**config.mk**
```make
export PLATFORM = sky130hd
export DESIGN_NAME = dac_cmd_issuer
export DESIGN_NICKNAME = d
export VERILOG_FILES = /design/src/rtl/mem_layout_pkg.sv /design/src/rtl/dac_cmd_issuer_seed_buffer.sv /design/src/rtl/dac_cmd_issuer.sv
export SDC_FILE = /design/constraint.sdc
export NUM_CORES = 2
export LEC_CHECK = 0
export CAP_MARGIN = 25
export CELL_PAD_IN_SITES_DETAIL_PLACEMENT = 0
export CELL_PAD_IN_SITES_GLOBAL_PLACEMENT = 1
export CORE_MARGIN = 5
export CORE_UTILIZATION = 47
export CTS_BUF_LIST = sky130_fd_sc_hd__clkbuf_8
export CTS_CLUSTER_DIAMETER = 60
export DETAILED_ROUTE_END_ITERATION = 10
export GPL_TIMING_DRIVEN = 0
export MAX_ROUTING_LAYER = met4
export PLACE_DENSITY_LB_ADDON = 0.2
export SETUP_SLACK_MARGIN = 0.02
export SLEW_MARGIN = 40
export SYNTH_ARGS = -nofsm -noshare
export SYNTH_HDL_FRONTEND = slang
export SYNTH_HIERARCHICAL = 1
export SYNTH_SLANG_ARGS = --single-unit
```
**constraint.sdc**
```tcl
create_clock -name clk -period 11.2 [get_ports clk]
set_input_delay 1.68 -clock clk [delete_from_list [all_inputs] [get_ports clk]]
set_output_delay 1.68 -clock clk [all_outputs]
set_load 0.01 [all_outputs]
```
**src/rtl/mem_layout_pkg.sv**
```systemverilog
// mem_layout_pkg: register map, command bit positions and issuer FSM states for the DAC command port.
package mem_layout_pkg;
   localparam logic [1:0] ADDR_CMD        = 2'd0;
   localparam logic [1:0] ADDR_SEED_DATA  = 2'd1;
   localparam logic [1:0] ADDR_SEED_CLR   = 2'd2;
   localparam logic [1:0] ADDR_STATUS_CLR = 2'd3;
   localparam int CMD_RST   = 4;
   localparam int CMD_HALT  = 3;
   localparam int CMD_SHIFT = 2;
   localparam int CMD_TRIG  = 1;
   localparam int CMD_PWL   = 0;
   typedef enum logic [1:0] {IDLE, ISSUE, GAP} issuer_state_t;
endpackage

```
**src/rtl/dac_cmd_issuer_seed_buffer.sv**
```systemverilog
// seed_buffer: word-addressed seed register file with wrapping write pointer and full flag.
module seed_buffer #(
   parameter int PS_DATA_WIDTH = 32,
   parameter int BATCH_WIDTH   = 1024
) (
   input  logic                     clk,
   input  logic                     rst,
   input  logic                     i_wr,
   input  logic                     i_clr,
   input  logic [PS_DATA_WIDTH-1:0] i_data,
   output logic [BATCH_WIDTH-1:0]   o_seed,
   output logic                     o_full
);
   localparam int SEED_WORDS = BATCH_WIDTH / PS_DATA_WIDTH;
   localparam int PW = SEED_WORDS > 1 ? $clog2(SEED_WORDS) : 1;
   logic [BATCH_WIDTH-1:0] r_mem;
   logic [PW-1:0]          r_ptr;
   logic                   r_full;
   logic                   w_last;
   assign w_last = r_ptr == PW'(SEED_WORDS - 1);
   always_ff @(posedge clk) begin
      if (rst) begin
         r_mem  <= '0;
         r_ptr  <= '0;
         r_full <= 1'b0;
      end else if (i_clr) begin
         r_ptr  <= '0;
         r_full <= 1'b0;
      end else if (i_wr) begin
         r_mem[r_ptr*PS_DATA_WIDTH +: PS_DATA_WIDTH] <= i_data;
         r_ptr  <= w_last ? '0 : r_ptr + 1'b1;
         r_full <= r_full | w_last;
      end
   end
   assign o_seed = r_mem;
   assign o_full = r_full;
endmodule

```
**src/rtl/dac_cmd_issuer.sv**
```systemverilog
// dac_cmd_issuer: turns PS register writes into {seed, cmd} strobes for the sample generator and captures its responses.
module dac_cmd_issuer
   import mem_layout_pkg::*;
#(
   parameter int CMD_WIDTH     = 5,
   parameter int RESP_WIDTH    = 2,
   parameter int BATCH_WIDTH   = 1024,
   parameter int PS_DATA_WIDTH = 32,
   parameter int ISSUE_GAP     = 2
) (
   input  logic                             clk,
   input  logic                             rst,
   input  logic [1:0]                       ps_wr_addr,
   input  logic [PS_DATA_WIDTH-1:0]         ps_wr_data,
   input  logic                             ps_wr_valid,
   output logic                             ps_wr_rdy,
   output logic [BATCH_WIDTH+CMD_WIDTH-1:0] ps_cmd,
   output logic                             valid_cmd,
   input  logic [RESP_WIDTH-1:0]            resp,
   input  logic                             resp_valid,
   output logic [RESP_WIDTH-1:0]            last_resp,
   output logic [7:0]                       resp_count,
   output logic                             busy,
   output logic                             seed_full,
   output logic                             cmd_err,
   output logic                             irq
);
   localparam int GW = $clog2(ISSUE_GAP + 1);
   issuer_state_t r_state, w_next;
   logic [GW-1:0]                      r_gap;
   logic [BATCH_WIDTH+CMD_WIDTH-1:0]   r_ps_cmd;
   logic [RESP_WIDTH-1:0]              r_last_resp;
   logic [7:0]                         r_resp_count;
   logic                               r_cmd_err, r_irq;
   logic [BATCH_WIDTH-1:0]             w_seed;
   logic [CMD_WIDTH-1:0]               w_cmd;
   logic                               w_acc, w_cmd_wr, w_bad, w_issue, w_reject;
   logic                               w_seed_wr, w_seed_clr, w_stat_clr, w_multi;
   assign w_acc      = ps_wr_valid && ps_wr_rdy;
   assign w_cmd      = ps_wr_data[CMD_WIDTH-1:0];
   assign w_multi    = ({1'b0, w_cmd[CMD_PWL]} + {1'b0, w_cmd[CMD_TRIG]} + {1'b0, w_cmd[CMD_SHIFT]}) > 2'd1;
   // An rst command bypasses every validity check.
   assign w_bad      = !w_cmd[CMD_RST] && (w_multi || (w_cmd[CMD_SHIFT] && !seed_full));
   assign w_cmd_wr   = w_acc && ps_wr_addr == ADDR_CMD;
   assign w_issue    = w_cmd_wr && !w_bad;
   assign w_reject   = w_cmd_wr && w_bad;
   assign w_seed_wr  = w_acc && ps_wr_addr == ADDR_SEED_DATA;
   assign w_stat_clr = w_acc && ps_wr_addr == ADDR_STATUS_CLR;
   assign w_seed_clr = (w_acc && ps_wr_addr == ADDR_SEED_CLR) ||
                       (w_issue && (w_cmd[CMD_RST] || w_cmd[CMD_HALT]));
   seed_buffer #(.PS_DATA_WIDTH(PS_DATA_WIDTH), .BATCH_WIDTH(BATCH_WIDTH)) u_seed (
      .clk    (clk),
      .rst    (rst),
      .i_wr   (w_seed_wr),
      .i_clr  (w_seed_clr),
      .i_data (ps_wr_data),
      .o_seed (w_seed),
      .o_full (seed_full)
   );
   always_comb begin
      w_next = r_state;
      case (r_state)
         IDLE:    w_next = w_issue ? ISSUE : IDLE;
         ISSUE:   w_next = GAP;
         GAP:     w_next = r_gap == GW'(ISSUE_GAP - 1) ? IDLE : GAP;
         default: w_next = IDLE;
      endcase
   end
   always_ff @(posedge clk) begin
      if (rst) begin
         r_state      <= IDLE;
         r_gap        <= '0;
         r_ps_cmd     <= '0;
         r_last_resp  <= '0;
         r_resp_count <= '0;
         r_cmd_err    <= 1'b0;
         r_irq        <= 1'b0;
      end else begin
         r_state <= w_next;
         r_gap   <= r_state == GAP ? r_gap + 1'b1 : '0;
         if (w_issue) r_ps_cmd <= {w_seed, w_cmd};
         if (resp_valid) r_last_resp <= resp;
         r_irq <= resp_valid;
         if (w_stat_clr) r_cmd_err <= 1'b0;
         else if (w_reject) r_cmd_err <= 1'b1;
         // A clear coinciding with a response counts that response.
         if (w_stat_clr) r_resp_count <= {7'd0, resp_valid};
         else if (resp_valid && r_resp_count != 8'hff) r_resp_count <= r_resp_count + 8'd1;
      end
   end
   assign ps_wr_rdy  = r_state == IDLE;
   assign busy       = r_state != IDLE;
   assign valid_cmd  = r_state == ISSUE;
   assign ps_cmd     = r_ps_cmd;
   assign last_resp  = r_last_resp;
   assign resp_count = r_resp_count;
   assign cmd_err    = r_cmd_err;
   assign irq        = r_irq;
endmodule

```
**After elaboration in Yosys (flattened, before gate mapping)**

Index checks and enable logic that the tools add are counted.

- Flip-flop bits (word level): 2075
- Bits of input ports: 40
- Output and inout port bits: 1045
- Word-level logic and storage cells: 63

- Add/subtract/negate cells: 6
- Magnitude comparators: 1
- Eq/ne operators: 8
- Shift-type cells: 2
- Mux-type cells: 7
- Bitwise logic cells: 3
- Reductions and logical operators: 25

Operator list:

| kind | number |
|---|---|
| $bwmux W1024 | 1 |
| $shift A32 B34 Y1024 const A | 1 |
| $shiftx A32 B34 Y1024 | 1 |
| $neg A10 Y34 | 1 |
| $logic_and A1 B1 Y1 | 11 |
| $add A8 B1 Y8 const B | 1 |
| $ne A8 B8 Y1 const B | 1 |
| $eq A2 B1 Y1 const B | 3 |
| $eq A2 B2 Y1 const B | 3 |
| $pmux W2 S3 | 1 |
| $reduce_or A2 Y1 | 3 |
| $add A5 B1 Y5 const B | 1 |
| $eq A5 B5 Y1 const B | 1 |
| $mux W5 | 1 |
| $logic_not A2 Y1 | 2 |
| $reduce_bool A2 Y1 | 2 |
| $logic_not A1 Y1 | 3 |
| $logic_or A1 B1 Y1 | 3 |
| $mux W1 | 3 |
| $add A1 B1 Y2 | 1 |
| $add A2 B1 Y2 | 1 |
| $add A2 B1 Y2 const B | 1 |
| $gt A2 B1 Y1 const B | 1 |
| $mux W2 | 1 |
| 3 further kinds | 4 |

**Depth between registers and ports, before layout**

- Depth in word-level cells: 11
- Gate-level depth with buffers: 16
- Depth with buffers taken out: 10

**By module**

Netlist, hierarchy kept.

Modules (own cells, without submodules):

| module | times used | cells each | area an instance (sq um) | sequential area each (sq um) |
|---|---|---|---|---|
| dac_cmd_issuer | 1 | 4783 | 45816.4 | 20920.1 |
| seed_buffer | 1 | 4652 | 39007.4 | 20619.8 |

**Worst setup path after synthesis**

No wires, ideal clock.

- Kind: input port to flip-flop
- From: input port ps_wr_data[0]
- To: register u_seed.r_mem[665] (netlist: u_seed/o_seed[665])
- Setup time: 0.132 ns
- Data arrival time: 4.615 ns
- Data required time: 11.068 ns
- Slack: 6.453 ns
- Stages on the path: 15
- Buffers on the path: 6
- Cells stage by stage: ha_1 -> nand2_1 -> a31o_2 -> clkbuf_1 -> buf_2 -> buf_1 -> a211oi_1 -> nor2_1 -> or4b_1 -> buf_2 -> or4_1 -> clkbuf_1 -> buf_2 -> nand2_1 -> a21oi_1

- Longest elaborated chain between the ends: 11
- Elaborated cells on any way between the ends: 13
- Classes of those cells: add/sub (2); order compare (1); shift (1); mux (1); bitwise (1); reduce/logical (7)

RTL lines:

| what | RTL line | source |
|---|---|---|
| start, declared | dac_cmd_issuer.sv:14 | `input logic [PS_DATA_WIDTH-1:0] ps_wr_data,` |
| $add A1 B1 Y2 | dac_cmd_issuer.sv:41 | `assign w_multi = ({1'b0, w_cmd[CMD_PWL]} + {1'b0, w_cmd[CMD_TRIG]} + {1'b0, w_cmd[CMD_SHIFT]}) > 2'd1;` |
| $add A2 B1 Y2 | dac_cmd_issuer.sv:41 |  |
| $gt A2 B1 Y1 | dac_cmd_issuer.sv:41 |  |
| $logic_or A1 B1 Y1 | dac_cmd_issuer.sv:43 | `assign w_bad = !w_cmd[CMD_RST] && (w_multi \|\| (w_cmd[CMD_SHIFT] && !seed_full));` |
| $logic_and A1 B1 Y1 | dac_cmd_issuer.sv:43 |  |
| $logic_not A1 Y1 | dac_cmd_issuer.sv:45 | `assign w_issue = w_cmd_wr && !w_bad;` |
| $logic_and A1 B1 Y1 | dac_cmd_issuer.sv:45 |  |
| $logic_and A1 B1 Y1 | dac_cmd_issuer.sv:50 | `(w_issue && (w_cmd[CMD_RST] \|\| w_cmd[CMD_HALT]));` |
| $logic_or A1 B1 Y1 | dac_cmd_issuer.sv:49 | `assign w_seed_clr = (w_acc && ps_wr_addr == ADDR_SEED_CLR) \|\|` |
| via w_seed_clr | dac_cmd_issuer.sv:38 | `logic w_seed_wr, w_seed_clr, w_stat_clr, w_multi;` |
| $not A1 Y1 (no source line) | - |  |
| $reduce_and A2 Y1 (no source line) | - |  |
| end signal, assigned by index | dac_cmd_issuer_seed_buffer.sv:30 | `r_mem[r_ptr*PS_DATA_WIDTH +: PS_DATA_WIDTH] <= i_data;` |
| end, declared | dac_cmd_issuer_seed_buffer.sv:16 | `logic [BATCH_WIDTH-1:0] r_mem;` |

The timed path passes the listed nets, and every way through them passes these cells.
A chain may end at the register's enable or synchronous reset.

**Final worst setup path**

- From: input port ps_wr_data[2]
- To: register u_seed.r_mem[734] (netlist: u_seed/o_seed[734])

- Longest elaborated chain between the ends: 10
- Elaborated cells on any way between the ends: 13
- Classes of those cells: add/sub (1); order compare (1); shift (1); mux (1); bitwise (1); reduce/logical (8)

RTL lines:

| what | RTL line |
|---|---|
| $add A2 B1 Y2 | dac_cmd_issuer.sv:41 |
| $gt A2 B1 Y1 | dac_cmd_issuer.sv:41 |
| $logic_or A1 B1 Y1 (*) | dac_cmd_issuer.sv:43 |
| $logic_and A1 B1 Y1 (*) | dac_cmd_issuer.sv:43 |
| $logic_not A1 Y1 (*) | dac_cmd_issuer.sv:45 |
| $logic_and A1 B1 Y1 (*) | dac_cmd_issuer.sv:45 |
| $logic_and A1 B1 Y1 (*) | dac_cmd_issuer.sv:50 |
| $logic_or A1 B1 Y1 (*) | dac_cmd_issuer.sv:49 |
| via w_seed_clr | dac_cmd_issuer.sv:38 |
| $not A1 Y1 (no source line) (*) | - |
| $reduce_and A2 Y1 (no source line) (*) | - |

The timed path passes the listed nets; every way through them passes the cells marked *.

==> summary.txt <==
========================================================================================================
Run status ................................................................................ finished, final reports clean
Hold path cells ...........................................................................            1
Fraction of the yosys area taken by sequential cells ......................................        49.0%
Final Hold Vio Count ......................................................................            0
Total wire length ......................................................................... 407000 microns
Critical setup path kind .................................................................. input pin to flop
Endpoint of the lowest-slack register-to-register path .................................... u_seed/o_seed[734]$_SDFFE_PP0P_
Deepest level of the CTS H-tree ...........................................................            5
Clock tree from TritonCTS .................................................................        built
Fraction of registers with async set/reset ................................................           0%
Mapped Nets ...............................................................................         9482
Area of the die ........................................................................... 189000 sq um
Via count .................................................................................        81800
Later-pin clock latency in the skew report ................................................      1.12 ns
CP Launch Type ............................................................................    input pin
Period Utilization, post-route ............................................................        54.8%
Cells resized by post-CTS repair ..........................................................            0
Routed vias/inst ..........................................................................         6.02
Post-synthesis instance area ..............................................................  84800 sq um
Net total in the final layout .............................................................        11000
Post-route clock skew .....................................................................    0.0555 ns
Buffer depth of the longest clock path ....................................................            4
Post-CTS Hold Fix Bufs ....................................................................            0
TritonCTS buffer count ....................................................................          366
Average detailed-routed wire length per instance .......................................... 29.9 microns
Worst ir drop on vdd ......................................................................       100 uV
Fraction of final layout cells sized beyond drive strength 1 ..............................        10.9%
Global Route Usage Sum ....................................................................        41.8%
Overall overflow remaining after global route .............................................            0
Average size of a mapped cell .............................................................   8.99 sq um
Standard cell with the maximum stage delay on the critical path ........................... sky130_fd_sc_hd__buf_2
Total power divided by cell area ..........................................................  143 nW/um^2
Kind of cell adding the most delay to the critical path ................................... buffers and inverters
Post-route cell area ...................................................................... 107000 sq um
Most numerous cell on the critical path ................................................... sky130_fd_sc_hd__clkbuf_1
WHS Endpoint .............................................................................. r_gap[0]$_SDFF_PP0_
Area growth from synthesis to final layout ................................................        26.4%
EDFF count, synth .........................................................................            0
Final period demand of the worst path .....................................................      6.14 ns
YS warnings ...............................................................................            6
Number of clock sinks .....................................................................         2075
Highest net fanout along the worst path ...................................................           10
# DRC .....................................................................................            0
Die height ................................................................................  435 microns
Origin of the worst min-delay path ........................................................ r_gap[0]$_SDFF_PP0_
Final-report max-slew violation count .....................................................            0
Critical path depth .......................................................................           17
Number of antenna violations at the first check in global routing .........................           45
Slew at the pin closest to its max-slew limit .............................................      1.00 ns
Cells traversed along the worst timing path ............................................... clkdlybuf4s50_1 -> ha_1 -> nand2_1 -> a31o_2 -> clkbuf_1 -> buf_2 -> buf_1 -> a211oi_1 -> nor2_2 -> or4b_1 -> buf_2 -> nor2_1 -> nand4_1 -> clkbuf_1 -> clkbuf_1 -> nand3b_1 -> o21ai_0
Post-CTS clock slew at the launch and capture registers of the worst setup and hold paths .      0.06 ns
Sum Neg Setup Slack .......................................................................         0 ns
Crit end category .........................................................................         flop
Unrepaired setup endpoints after global routing ...........................................        false
DP Area ...................................................................................  99900 sq um
Lkg Pwr ...................................................................................    0.0357 uW
Clock root buffer ......................................................................... sky130_fd_sc_hd__clkbuf_8
IO buf count ..............................................................................         1058
HP Class .................................................................................. flop to flop
Count of mapped cells out of synthesis ....................................................         9435
TritonRoute pass-1 iters ..................................................................            7
Ports placed on the boundary ..............................................................         1085
Flop-to-flop setup slack ..................................................................      5.95 ns
Crit Reg-Reg Startpoint ................................................................... u_seed/o_full$_SDFFE_PP0P_
Most common cell after layout, fill and taps aside ........................................ sky130_fd_sc_hd__dfxtp_1
Reg2reg path depth ........................................................................           15
Arrival time worst endpoint ...............................................................      7.16 ns
Required time worst endpoint ..............................................................     12.22 ns
Dpl hpwl .................................................................................. 304000 microns
Post-route ant nets .......................................................................            0
Vias in the first global route ............................................................        76900
Rows ......................................................................................          156
Pin count of the biggest net entering global routing ......................................           17
First DRT Iteration DRCs ..................................................................        10300
Yosys reg bits ............................................................................         2075
Most used flip-flop cell after synthesis .................................................. sky130_fd_sc_hd__dfxtp_1
Max-capacitance violation count ...........................................................            0
Critical path launch point ................................................................ ps_wr_data[2]
Die X .....................................................................................  435 microns
Final number of setup-violating endpoints .................................................            0
Post-synth cell types .....................................................................           67
Gp weighted congestion ....................................................................        0.976
Setup WS pre-CTS ..........................................................................      4.21 ns
Starting Density ..........................................................................        47.1%
F_max .....................................................................................      163 MHz
Delay of the slowest cell on the worst path ...............................................      0.67 ns
Post-CTS Setup Inserts ....................................................................            0
Core footprint ............................................................................ 180000 sq um
Smallest setup slack after layout .........................................................      5.06 ns
Buffers & Inverters on Critical Path ......................................................            7
Remaining max-slew budget at the tightest pin .............................................        33.2%
Most frequent cells in the layout ......................................................... sky130_fd_sc_hd__dfxtp_1, sky130_fd_sc_hd__clkdlybuf4s50_1, sky130_fd_sc_hd__nand2b_1
Global-route wire length before repair .................................................... 560000 microns
========================================================================================================
[routing by layer]
metal	vias to the layer above	part of all wire, %	wire [microns]	track usage [%]
met5	-	0	0	-
met2	4667	43	176000	61.6
met3	1174	10	41100	10.4
met4	0	8.4	34100	29.6
li1	36500	-	-	-
met1	39500	38	156000	50.1
[where the power goes]
group / total, uW / switching (uW) / internal, uW
clock: 6990 / 3230 / 3760
sequential: 7390 / 4.46 / 7390
combinational: 998 / 709 / 289
[cell usage after synthesis, types with 3 or more instances]
cell type                  instances  area, sq um
sky130_fd_sc_hd__a211oi_1          3         22.5
sky130_fd_sc_hd__a21oi_1         752         3760
sky130_fd_sc_hd__and2_1           18          113
sky130_fd_sc_hd__and3_1            3         18.8
sky130_fd_sc_hd__and4_1            4         35.0
sky130_fd_sc_hd__buf_1            30          113
sky130_fd_sc_hd__buf_12            8          160
sky130_fd_sc_hd__buf_2           180          901
sky130_fd_sc_hd__buf_4            71          533
sky130_fd_sc_hd__buf_6            46          518
sky130_fd_sc_hd__buf_8            60          901
sky130_fd_sc_hd__clkbuf_1        699         2620
sky130_fd_sc_hd__clkbuf_2         25          125
sky130_fd_sc_hd__dfxtp_1        2075        41500
sky130_fd_sc_hd__ha_1              7         87.6
sky130_fd_sc_hd__inv_1             9         33.8
sky130_fd_sc_hd__mux2i_1           5         50.1
sky130_fd_sc_hd__nand2_1         777         2920
sky130_fd_sc_hd__nand2b_1       1034         6470
sky130_fd_sc_hd__nand3_1         160          801
sky130_fd_sc_hd__nand3b_1        282         2120
sky130_fd_sc_hd__nand4_1         301         1880
sky130_fd_sc_hd__nand4b_1       1029         9010
sky130_fd_sc_hd__nor2_1          259          972
sky130_fd_sc_hd__nor2_2            5         31.3
sky130_fd_sc_hd__nor2b_1          11         68.8
sky130_fd_sc_hd__nor3_1          120          601
sky130_fd_sc_hd__nor3_2            7         70.1
sky130_fd_sc_hd__nor4_1           64          400
sky130_fd_sc_hd__nor4_4            7          149
sky130_fd_sc_hd__o21ai_0         280         1400
sky130_fd_sc_hd__o21ai_1         852         4260
sky130_fd_sc_hd__o21ai_2          80          701
sky130_fd_sc_hd__o31ai_1          44          330
sky130_fd_sc_hd__o31ai_2          21          263
sky130_fd_sc_hd__or2_2             8         50.1
sky130_fd_sc_hd__or3_1            57          357
sky130_fd_sc_hd__or4_1             5         37.5
[final cells by class]
type                       instances  area, sq um
antenna                           48          120
buffer                          1119         6140
clock buffer                     461         6340
clock inverter                   165          791
fill                           16200        73000
inverter                           9         33.8
multi-input combinational       6232        37500
sequential                      2075        41500
tap                             2370         2970
timing repair buffer            1111        11800
[per-stage QoR]
step / util (%) / std cells / hold slack, ns / total power, uW
floorplan: - / 9435 / 0.396 / 8070
global placement: 54.6 / 12900 / 0.408 / 8450
detailed placement: 55.5 / 12900 / 0.428 / 8510
CTS: 59.4 / 13500 / 0.436 / 15400
global route: 59.5 / 13600 / 0.444 / 15700
finish: 59.5 / 13600 / 0.434 / 15400
[flip-flops by register name, summed over array words and instances, names as in the netlist, 2 cells and up]
signal         flops
ps_cmd          1029
u_seed/o_seed   1024
resp_count         8
u_seed/r_ptr       5
last_resp          2
r_gap              2
r_state            2
[worst max path at each step]
stage                                       to  slack, ns
6_report       u_seed/o_seed[734]$_SDFFE_PP0P_       5.06
2_1_floorplan  u_seed/o_seed[665]$_SDFFE_PP0P_       6.45
5_1_grt        u_seed/o_seed[735]$_SDFFE_PP0P_       4.95
3_3_place_gp   u_seed/o_seed[711]$_SDFFE_PP0P_       3.95
3_5_place_dp   u_seed/o_seed[704]$_SDFFE_PP0P_       4.21
4_1_cts        u_seed/o_seed[704]$_SDFFE_PP0P_       5.38
[cells by family after synthesis]
group	Yosys count	synth area share, %
and+or+nand+nor	4173	31.1
DFF	2075	49.0
AOI/OAI and AO/OA	2043	12.8
buffers and inverters	1128	6.97
adders and majority gates	7	0.103
muxes	5	0.0590
xor gates and xnor gates	4	0.0723
Power figures use the tool's default switching activity.
